--- config.mk ---
export PLATFORM = sky130hd
export DESIGN_NAME = stanh_seq
export DESIGN_NICKNAME = d
export VERILOG_FILES = /design/src/rtl/stanh_seq.sv
export SDC_FILE = /design/constraint.sdc
export NUM_CORES = 1
export LEC_CHECK = 0
export CAP_MARGIN = 20
export CELL_PAD_IN_SITES_DETAIL_PLACEMENT = 0
export CELL_PAD_IN_SITES_GLOBAL_PLACEMENT = 1
export CORE_MARGIN = 2
export CORE_UTILIZATION = 44
export CTS_CLUSTER_DIAMETER = 120
export DETAILED_ROUTE_END_ITERATION = 8
export GPL_ROUTABILITY_DRIVEN = 0
export PLACE_DENSITY_LB_ADDON = 0.1
export SLEW_MARGIN = 10
export SYNTH_ARGS = -nofsm -noshare
export SYNTH_HDL_FRONTEND = slang
export SYNTH_SLANG_ARGS = --single-unit
--- constraint.sdc ---
create_clock -name clk -period 7.41 [get_ports clk]
set_input_delay 0.741 -clock clk [delete_from_list [all_inputs] [get_ports clk]]
set_output_delay 0.741 -clock clk [all_outputs]
set_load 0.05 [all_outputs]
--- src/rtl/stanh_seq.sv ---
`default_nettype none
// +--------------------------------------------------------------------------+
// | stanh_seq : sequencer for one stochastic tanh evaluation, counts sc_y ones |
// | Revision  : 1.0                                                          |
// +--------------------------------------------------------------------------+
module stanh_seq #(
   parameter int N    = 10,
   parameter int WARM = 16
) (
   input  logic         clk,
   input  logic         rst,
   input  logic         start_valid,
   output logic         start_ready,
   input  logic [N-1:0] x_in,
   output logic [N-1:0] sc_x,
   output logic         sc_clr,
   input  logic         sc_y,
   output logic [N-1:0] result,
   output logic         result_valid,
   input  logic         result_ready,
   output logic         busy
);

   localparam int c_tw = ((N + 1) > $clog2(WARM + 1)) ? (N + 1) : $clog2(WARM + 1);
   localparam logic [c_tw-1:0] c_len     = c_tw'(2 ** N);
   localparam logic [c_tw-1:0] c_warm_ld = (WARM > 0) ? c_tw'(WARM - 1) : '0;

   typedef enum logic [2:0] {
      S_IDLE  = 3'd0,
      S_CLEAR = 3'd1,
      S_WARM  = 3'd2,
      S_RUN   = 3'd3,
      S_DONE  = 3'd4
   } state_t;

   state_t          r_state;
   state_t          w_next;
   logic [c_tw-1:0] r_timer;
   logic [N:0]      r_cnt;
   logic [N:0]      w_sum;
   logic [N-1:0]    r_sc_x;
   logic [N-1:0]    r_result;
   logic            r_valid;
   logic            r_y;
   logic            r_take;

   // sc_y is captured in a flop first; r_take marks which captures belong to RUN
   assign w_sum = r_cnt + {{N{1'b0}}, (r_take & r_y)};

   always_ff @(posedge clk or negedge rst) begin
      if (!rst) begin
         r_state <= S_IDLE;
      end else begin
         r_state <= w_next;
      end
   end

   always_comb begin
      w_next = r_state;
      case (r_state)
         S_IDLE:  if (start_valid) w_next = S_CLEAR;
         S_CLEAR: w_next = (WARM == 0) ? S_RUN : S_WARM;
         S_WARM:  if (r_timer == '0) w_next = S_RUN;
         S_RUN:   if (r_timer == '0) w_next = S_DONE;
         S_DONE:  if (result_ready) w_next = S_IDLE;
         default: w_next = S_IDLE;
      endcase
   end

   always_ff @(posedge clk or negedge rst) begin
      if (!rst) begin
         r_timer  <= '0;
         r_cnt    <= '0;
         r_sc_x   <= '0;
         r_result <= '0;
         r_valid  <= 1'b0;
         r_y      <= 1'b0;
         r_take   <= 1'b0;
      end else begin
         r_y    <= sc_y;
         r_take <= (r_state == S_RUN) && (r_timer != '0);
         case (r_state)
            S_IDLE: begin
               if (start_valid) begin
                  r_sc_x <= x_in;
                  r_cnt  <= '0;
               end
            end
            S_CLEAR: begin
               r_timer <= (WARM == 0) ? c_len : c_warm_ld;
            end
            S_WARM: begin
               if (r_timer == '0) r_timer <= c_len;
               else               r_timer <= r_timer - c_tw'(1);
            end
            S_RUN: begin
               // timer runs LEN..0: LEN sampling cycles plus one drain edge for the last capture
               if (r_take) r_cnt <= w_sum;
               if (r_timer == '0) begin
                  r_result <= w_sum[N] ? {N{1'b1}} : w_sum[N-1:0];
                  r_valid  <= 1'b1;
               end else begin
                  r_timer <= r_timer - c_tw'(1);
               end
            end
            S_DONE: begin
               if (result_ready) r_valid <= 1'b0;
            end
            default: begin
               r_valid <= 1'b0;
            end
         endcase
      end
   end

   assign start_ready  = (r_state == S_IDLE);
   assign busy         = (r_state != S_IDLE);
   assign sc_clr       = (r_state == S_CLEAR);
   assign sc_x         = r_sc_x;
   assign result       = r_result;
   assign result_valid = r_valid;

endmodule
`default_nettype wire

==> run metrics <==
status finished clean; Max IR drop VDD 117 µV; DIE WIDTH 77.3 µm; htree depth 2; pwr dens 204 mW/mm²; WL per Instance 14.9 µm; YS warnings 0; RSZ-0062 raised after global routing no; Port Buffers 38; end point of the critical path sc_clr; hold-fix buffer count after cts 0; register area share after synthesis 50.8%; clk_lat worst skew 290 ps; Power, Total 594 µW; GRT Util Overall 18.2%; Slew @ Worst Pin 838 ps; CTS buffer count 5; postcts setup bufs 0; Critical Path Fanout Max 11; most frequent cells in the layout dfrtp_1, clkdlybuf4s50_1, nor2_1, o21ai_0, nand2_1; commonest non-fill, non-tap cell in the layout dfrtp_1; die height 77.3 µm; largest net degree at the start of global routing 49; Tcrit/Tclk final 40.2%; Register-to-Register Setup Slack 4740 ps; Max-Cap Viols 0; Fmax 0.336 GHz; post-synthesis register bit count 48; Worst setup startpoint r_state[1]; DR pass1 iterations 4; TNS Setup 0 ps; Vias/cell 5.42; Starting Density 46.0%; area grow syn2layout 23.1%; Rel. slew slack 43.9%; die area 0.00597 mm²; number of diodes 0; final setup violation count 0; Worst-path clk slew 90 ps; first-pass GRT wire length 8.78 mm; Hold WC Path Type reg2reg; reg-to-reg endpoint r_timer[8]; post-cts sizing count 0; average size of a mapped cell 9.80 µm²; Vias 1887; Leakage 1.26 nW; hold_sp result_valid; number of library cell types mapped by synthesis 45; CTS tree yes; R2R cell count 7; initial drt markers 94; IO Count 39; CP Launch Type flop; CP arrival 2240 ps; clk buf depth 2; Clock Skew 5.59 ps; Sink Count 48; post-synthesis cell area 0.00236 mm²; core box area 0.00514 mm²; Root Driver clkbuf_8; Cell Rows 26; drc violations 0; initial antenna violation count 0; critical path class reg2out; Syn Inst Count 241; Max Slew Vio Count 0; vias in the first global route 1803; Reg-to-Reg Start r_timer[0]; layout cell share with drive strength beyond 1 9.35%; # nets final 296; post-route ant nets 0; minimum clock period 2980 ps; DP HPWL 3.62 mm; total grt overflow 0; syn nets 260; Worst Path Required 6670 ps; Hold Vio Cnt, Final 0; crit end category primary output; total wire length 5.17 mm
[where the power goes]
group | switching, mW | total (mW) | internal [mW]
Combinational | 0.0366 | 0.0726 | 0.0360
Clock | 0.0839 | 0.203 | 0.119
Sequential | 0.0316 | 0.319 | 0.287
Total | 0.152 | 0.594 | 0.442
[critical path, cell delays in order (launching register included)]
cell	delay, ps
dfrtp_1	520
inv_1	210
nand2_1	140
nor2_1	230
clkdlybuf4s50_1	840
[registers in the layout, indices dropped and copies added (netlist names)]
| register | cells |
|---|---|
| r_take | 1 |
| r_y | 1 |
| r_cnt | 11 |
| sc_x | 10 |
| result | 10 |
| r_timer | 11 |
| r_state | 3 |
| result_valid | 1 |
[area by class of cell]
class / instances / area, µm²
Fill cell: 499 / 2230
Sequential cell: 48 / 1200
Multi-Input combinational cell: 173 / 1070
Timing Repair Buffer: 39 / 383
Clock buffer: 7 / 96.3
Tap cell: 70 / 87.6
Inverter: 10 / 37.5
Clock inverter: 1 / 30.0
[per-stage QoR]
| stage | hold WS (ps) | setup slack, ps | utilization (%) | std cells | area (µm²) |
|---|---|---|---|---|---|
| after CTS | 485 | 4420 | 56.6 | 348 | 2910 |
| after detailed placement | 465 | 4770 | 54.1 | 340 | 2780 |
| after global placement | 472 | 4760 | 54.1 | 340 | 2780 |
| after global routing | 524 | 4290 | 56.6 | 348 | 2910 |
| after floorplan | 445 | 4340 | - | 241 | 2360 |
| final | 484 | 4430 | 56.6 | 348 | 2910 |
[synth_stat cells, drive strengths merged]
cell type | instances | area share (%)
o221ai | 1 | 0.37
nor3 | 11 | 2.8
o31ai | 2 | 0.64
a221oi | 1 | 0.37
xnor2 | 3 | 1.1
o21ai | 25 | 5.3
nand3 | 10 | 2.1
nand2b | 2 | 0.53
a2111oi | 1 | 0.37
o211a | 1 | 0.42
nand3b | 1 | 0.32
ha | 4 | 2.1
or3b | 1 | 0.48
and3 | 1 | 0.26
and2 | 3 | 0.79
a22o | 2 | 0.74
a21oi | 6 | 1.3
or4 | 2 | 0.64
nor4 | 4 | 1.1
inv | 10 | 1.6
or3 | 6 | 2.1
a31oi | 12 | 3.2
o31a | 1 | 0.42
o41ai | 1 | 0.37
nor3b | 1 | 0.32
clkbuf | 7 | 1.1
a21o | 3 | 0.95
o32ai | 1 | 0.37
o311a | 1 | 0.42
nand2 | 21 | 3.3
xor2 | 6 | 2.2
a211oi | 1 | 0.32
mux2 | 10 | 4.8
dfrtp | 48 | 51
nand4 | 1 | 0.26
mux2i | 1 | 0.42
buf | 3 | 1.0
nor2 | 25 | 4.0
o211ai | 1 | 0.32
[per-layer routing]
metal / up-vias / track usage [%] / part of all wire (%)
met2: 36 / 30.6 / 50
li1: 939 / - / -
met1: 908 / 23.9 / 46
met5: - / 0 / 0
met3: 4 / 3.06 / 2.8
met4: 0 / 5.71 / 0.89
[how the worst min path moves through the flow]
stage                         to  slack (ps)  cells after the start
finish              result_valid         480                      1
global route            r_cnt[0]         520                      2
CTS                 result_valid         490                      1
detailed placement  result_valid         470                      1
global placement    result_valid         470                      1
floorplan               r_cnt[0]         450                      0
[logic make-up after synthesis]
logic type	after synthesis	synth area share, %
and+or+nand+nor	89	19.0
AOI/OAI and AO/OA	60	15.8
DFF	48	50.8
buffers and inverters	20	3.71
muxes	11	5.19
xor gates and xnor gates	9	3.34
adders and majority gates	4	2.12
Note: power is estimated with default switching activity, not from simulation.
